### config.mk
export PLATFORM = sky130hd
export DESIGN_NAME = ifu
export DESIGN_NICKNAME = d
export VERILOG_FILES = /design/src/rtl/ifu.sv
export SDC_FILE = /design/constraint.sdc
export NUM_CORES = 1
export LEC_CHECK = 0
export CAP_MARGIN = 20
export CORE_UTILIZATION = 30
export CTS_CLUSTER_DIAMETER = 200
export DETAILED_ROUTE_END_ITERATION = 8
export PLACE_DENSITY_LB_ADDON = 0.25
export SLEW_MARGIN = 10
export SYNTH_ARGS = -nofsm -noshare
export SYNTH_HDL_FRONTEND = slang
export SYNTH_SLANG_ARGS = --single-unit
### constraint.sdc
create_clock -name clk -period 5.8 [get_ports clk]
set_input_delay 0.87 -clock clk [delete_from_list [all_inputs] [get_ports clk]]
set_output_delay 0.87 -clock clk [all_outputs]
set_load 0.02 [all_outputs]
### src/rtl/ifu.sv
// Instruction fetch unit: owns the fetch PC, issues one AR/R fetch at a time to the
// icache and holds the returned word in a one-entry buffer for decode, honouring redirects.
module ifu #(
  parameter logic [63:0] RST_PC = 64'h8000_0000
) (
  input  logic        clk,
  input  logic        rst_n,
  input  logic        jump_flag,
  input  logic [63:0] jump_addr,
  input  logic        ifu_arready,
  output logic        ifu_arvalid,
  output logic [63:0] ifu_araddr,
  input  logic        ifu_rvalid,
  output logic        ifu_rready,
  input  logic [1:0]  ifu_rresp,
  input  logic [31:0] ifu_rdata,
  output logic        inst_valid,
  input  logic        inst_ready,
  output logic [31:0] inst,
  output logic [63:0] inst_pc,
  output logic        inst_fault
);

  typedef enum logic [1:0] {
    IDLE,
    AR,
    R
  } state_t;

  state_t      state;
  state_t      state_next;
  logic [63:0] fetch_pc;
  logic [63:0] redir_pc;
  logic        flush_pending;
  logic [63:0] jump_target;
  logic        r_hs;
  logic        flushing;
  logic        buf_write;

  assign jump_target = jump_addr & ~64'h3;
  assign ifu_araddr  = fetch_pc;
  assign r_hs        = ifu_rready && ifu_rvalid;
  assign flushing    = flush_pending || jump_flag;
  assign buf_write   = r_hs && !flushing;

  always_ff @(posedge clk or negedge rst_n) begin
    if (!rst_n) begin
      state <= IDLE;
    end else begin
      state <= state_next;
    end
  end

  always_comb begin
    state_next  = state;
    ifu_arvalid = 1'b0;
    ifu_rready  = 1'b0;
    unique case (state)
      IDLE: begin
        state_next = AR;
      end
      AR: begin
        ifu_arvalid = 1'b1;
        if (ifu_arready) state_next = R;
      end
      R: begin
        ifu_rready = !inst_valid || inst_ready;
        if (ifu_rvalid && ifu_rready) state_next = AR;
      end
      default: begin
        state_next = IDLE;
      end
    endcase
  end

  // A redirect that cannot act on an R beat this cycle is parked in redir_pc, so the
  // address presented on AR never changes before its handshake.
  always_ff @(posedge clk or negedge rst_n) begin
    if (!rst_n) begin
      fetch_pc      <= RST_PC;
      redir_pc      <= 64'd0;
      flush_pending <= 1'b0;
    end else if (r_hs) begin
      flush_pending <= 1'b0;
      if (flushing) begin
        fetch_pc <= jump_flag ? jump_target : redir_pc;
      end else begin
        fetch_pc <= fetch_pc + 64'd4;
      end
    end else if (jump_flag) begin
      redir_pc      <= jump_target;
      flush_pending <= 1'b1;
    end
  end

  // A redirect voids whatever sits in the buffer, even if decode is taking it this cycle.
  always_ff @(posedge clk or negedge rst_n) begin
    if (!rst_n) begin
      inst_valid <= 1'b0;
      inst       <= 32'd0;
      inst_pc    <= 64'd0;
      inst_fault <= 1'b0;
    end else if (jump_flag) begin
      inst_valid <= 1'b0;
    end else if (buf_write) begin
      inst_valid <= 1'b1;
      inst       <= ifu_rdata;
      inst_pc    <= fetch_pc;
      inst_fault <= |ifu_rresp;
    end else if (inst_ready) begin
      inst_valid <= 1'b0;
    end
  end

endmodule
==> Word level (Yosys, flattened, before mapping) <==
Cells that the tools add are included.
{ "totals": {"register_bits": 229, "in_bits": 104, "out_inout_bits": 164, "wordCells": 39} }
{ "classes": {"n_addsub": 1, "eq_ne": 4, "muxes": 12, "n_bitwise": 1, "reduce_logical": 13} }
{ "ops": {"columns": ["cell", "count"], "rows": [
  ["2-to-1 mux 64 bit", 2],
  ["adder 64 x 3 -> 64 bit, second input constant", 1],
  ["2-to-1 mux 1 bit", 7],
  ["one-hot mux 2 bit (3 select lines)", 1],
  ["2-to-1 mux 2 bit", 2],
  ["!= test 2 bit, second input constant", 2],
  ["AND reduction 2 bit", 2],
  ["logical AND 1 bit", 3],
  ["nonzero test 3 bit", 1],
  ["== test 2 x 1 -> 1 bit, second input constant", 1],
  ["== test 2 bit, second input constant", 1],
  ["logical NOT 1 bit", 2],
  ["logical NOT 2 bit", 1],
  ["logical OR 1 bit", 2],
  ["nonzero test 2 bit", 1],
  ["OR reduction 2 bit", 1],
  ["NOT 1 bit", 1]
]} }

==> Logic depth before layout (Yosys ltp) <==
{ "depth": {"ltp_word": 7, "mapped_depth": 9, "ltp_nobuf": 7} }

==> Least setup slack after synthesis <==
Ideal clock, no wire load.
{ "synth_timing": {"path_kind": "input to register", "startpoint": "input port inst_ready", "endpoint": "register redir_pc[10]", "setup_ps": 125, "arrival_time_ps": 2355, "t_required_ps": 5675, "slack_ps": 3321, "cell_stages": 6, "n_path_buf": 2, "cell_sequence": "nand2b_1 -> and4b_1 -> clkbuf_1 -> nor2_1 -> clkbuf_1 -> mux2_2"} }
{ "synth_between": {"elab_chain_cells": 3} }
{ "synth_lines": {"columns": ["item", "line", "source"], "rows": [
  ["from (decl)", "18", "input logic inst_ready,"],
  ["logical OR 1 bit", "67", "ifu_rready = !inst_valid || inst_ready;"],
  ["2-to-1 mux 1 bit", "58", "unique case (state)"],
  ["logical AND 1 bit", "42", "assign r_hs = ifu_rready && ifu_rvalid;"],
  ["to (signal assigned)", "91", "redir_pc <= jump_target;"],
  ["to (decl)", "33", "logic [63:0] redir_pc;"]
]} }
Every way passes these cells.
A chain may end at the register's enable or synchronous reset.

==> Worst setup path in the final report <==
{ "layout_timing": {"startpoint": "input port inst_ready", "endpoint": "output port ifu_rready"} }
{ "layout_between": {"elab_chain_cells": 2} }
{ "layout_lines": {"columns": ["item", "line", "source"], "rows": [
  ["logical OR 1 bit", "67", null],
  ["2-to-1 mux 1 bit", "58", null],
  ["to (decl)", "14", "output logic ifu_rready,"]
]} }
Every way passes these cells.

==> metrics.cfg <==
[hold_path]
hold_path_class = in2async

[flow_run]
maxCapViolations = 0

[power_and_ir_drop]
swShare = 0.385
power_density_mw_per_mm2 = 478
clkPwrFrac = 0.231
p_switching_mw = 2.69
p_leak_nw = 6.34
p_int_mw = 4.29
ir_drop_v = 0.000265
pwr-share-comb = 0.373
seqPwrFrac = 0.396

[timing]
tightest_slew_ns = 0.930
setup_viol = 0
setup_tns_ns = 0
relSlewSlack = 0.380
rsz0062_at_grt = false
max_freq_mhz = 314
final_max_slew_viol_count = 0
period_share = 0.548
finalHoldViolCount = 0
fin_crit_ns = 3.18
fin_skew_ns = 0.0227
layout_setup_ws_ns = 2.62

[detailed_routing]
drt_iter0_markers = 629
drc = 0
firstDrtPassIters = 5
vias = 9571
ant_nets = 0
avgViaCountPerCell = 5.17
wl_per_cell_um = 19.5
wl_um = 36100

[logic_synthesis]
yosysSeqAreaShare = 0.535
synth_top_area_frac = 0.532
ys_types = 65
syn_area_mm2 = 0.0107
ys_ff_latch = 229
synth_top_area_cell = dfrtp_1
syn_inst = 1153
syn_nets = 1258
synth_warnings = 0
synthFlopType = dfrtp_1
synth_area_per_cell_um2 = 9.30
async_reset_ff_frac = 1.00
synth_edf_count = 0
yosys-top-cells-area = dfrtp_1, nand2_1, mux2_2

[final_layout]
area_growth_syn_to_layout_pct = 36.3
drive_above_1_share = 0.0890
fin_nets = 1483

[worst_setup_path]
worst_path_most_repeated_cell = clkdlybuf4s50_1
rrSetupSlack_ns = 2.63
reg2reg_depth = 6
crit_path_end_kind = output pin
worstSetupPathType = in2out
critPathRequiredTime_ns = 4.93
cp_slowest_stage_delay_ns = 0.60
regToRegStartpoint = flush_pending$_DFFE_PN0P_
crit_chain = clkdlybuf4s50_1 > nand2b_1 > and3b_1 > clkdlybuf4s50_1
critPathSlowestCell = clkdlybuf4s50_1
regToRegEndpoint = ifu_araddr[38]$_DFFE_PN0N_
worstSetupStartpointType = input port
critPathMaxFanout = 5
cp.arrival_ns = 2.31

[floorplan]
io_pins = 268
start_util = 0.307
dieArea_mm2 = 0.0365
rows = 68
die_x_um = 191
core_mm2 = 0.0349
die_h_um = 191

[clock_network]
hold_buffers = 0
cts_setup_buffers = 0
clock-sinks = 229
clk_pin_slew_worst_paths_ns = 0.06
ctsResizeCount = 0
cts_tree = done
worstSkewPairLatency_ns = 0.55
cts.path.max_buffers = 3
cts-root-buf = clkbuf_16
cts_buffers = 27
htreeDepth = 1

[place]
dp_slack_ns = 2.22
hpwl_um = 24600
port_buffers = 265
place.gp.congestion = 0.809

[global_routing]
grt_util_all_layers = 0.196
grt_max_degree = 135
grt_pass1_vias = 9323
antenna_found_initial = 1
gr-total-overflow = 0
grt_pass1_wl_um = 55600

[status]
status = complete, no violations

Yosys cell counts (7+ instances only):
master and n:
inv_1 11, nor2_1 63, or3_1 9, a22o_1 7, o22ai_1 22, a22oi_1 9, nand4_1 16, mux2i_1 15
a21oi_1 72, nand2_1 319, and3_1 13, o22a_1 9, clkbuf_1 66, nand3_1 27, and4_1 8, a31oi_1 13
nor3_1 26, mux2_2 52, dfrtp_1 228, o21ai_0 57
worst max path at each step:
| stage | startpoint | to | depth (start not counted) |
|---|---|---|---|
| floorplan | inst_ready | redir_pc[10]$_DFFE_PN0P_ | 6 |
| global placement | inst_ready | ifu_araddr[55]$_DFFE_PN0N_ | 8 |
| CTS | inst_ready | ifu_rready | 4 |
| global route | flush_pending$_DFFE_PN0P_ | inst_fault$_DFFE_PN0P_ | 6 |
| finish | inst_ready | ifu_rready | 4 |
| detailed placement | inst_ready | ifu_araddr[55]$_DFFE_PN0N_ | 8 |
final cells by class:
| cell class | count | area, um2 |
|---|---|---|
| antenna | 1 | 2.50 |
| tap | 455 | 569 |
| clock buffer | 39 | 761 |
| timing repair buffer | 278 | 2790 |
| sequential | 229 | 5730 |
| inverter | 12 | 45.0 |
| fill | 3446 | 20300 |
| multi-input combinational | 830 | 4650 |
| clock inverter | 6 | 62.6 |
sequential cells by signal, summed over array words and instances (netlist names):
| signal | flops |
|---|---|
| ifu_araddr | 64 |
| redir_pc | 64 |
| inst | 32 |
| flush_pending | 1 |
| inst_pc | 64 |
| state | 2 |
| inst_valid | 1 |
| inst_fault | 1 |
critical path: cells and delay by family:
| kind | cells | cell delay [ns] |
|---|---|---|
| buffers and inverters | 2 | 1.05 |
| and+or+nand+nor | 2 | 0.38 |
layout by cell type, fill, tap and decap left out, types with 15 or more instances in the layout:
cell type          n
nor2_1            59
mux2_2            52
nand4_1           16
nand3_1           27
clkdlybuf4s50_1  263
o21ai_0           57
dfrtp_1          228
nor3_1            26
o22ai_1           22
a21oi_1           72
nand2_1          317
mux2i_1           15
clkbuf_16         27
power groups by stage:
stage | clock network [mW] | registers (mW) | logic [mW]
after floorplan | 0 | 3.07 | 0.908
after global placement | 0 | 2.76 | 2.60
after detailed placement | 0 | 2.79 | 2.62
after CTS | 1.66 | 2.77 | 2.63
after global routing | 1.72 | 2.85 | 2.82
final | 1.61 | 2.77 | 2.60
stage by stage:
stage	area [um2]	util	hold slack, ns	instances	power (mW)
floorplan	10700	-	0.464	1153	3.98
global placement	13800	0.395	0.454	1804	5.36
detailed placement	13800	0.395	0.462	1804	5.41
CTS	14600	0.419	0.378	1849	7.06
global route	14600	0.419	0.418	1849	7.39
finish	14600	0.419	0.359	1850	6.98
per-layer routing:
| metal | vias to the layer above | part of all wire | track usage |
|---|---|---|---|
| met5 | - | 0 | 0 |
| met4 | 0 | 0.019 | 0.0455 |
| met3 | 52 | 0.073 | 0.0398 |
| met2 | 314 | 0.45 | 0.310 |
| met1 | 4692 | 0.46 | 0.274 |
| li1 | 4513 | - | - |
cells by family after synthesis:
kind of cell | Yosys count | share of synthesized area
DFF | 229 | 0.535
buffers and inverters | 94 | 0.0346
adders and majority gates | 1 | 0.00117
and+or+nand+nor | 508 | 0.210
muxes | 67 | 0.0686
AOI/OAI and AO/OA | 254 | 0.151
Note: power is estimated with default switching activity, not from simulation.
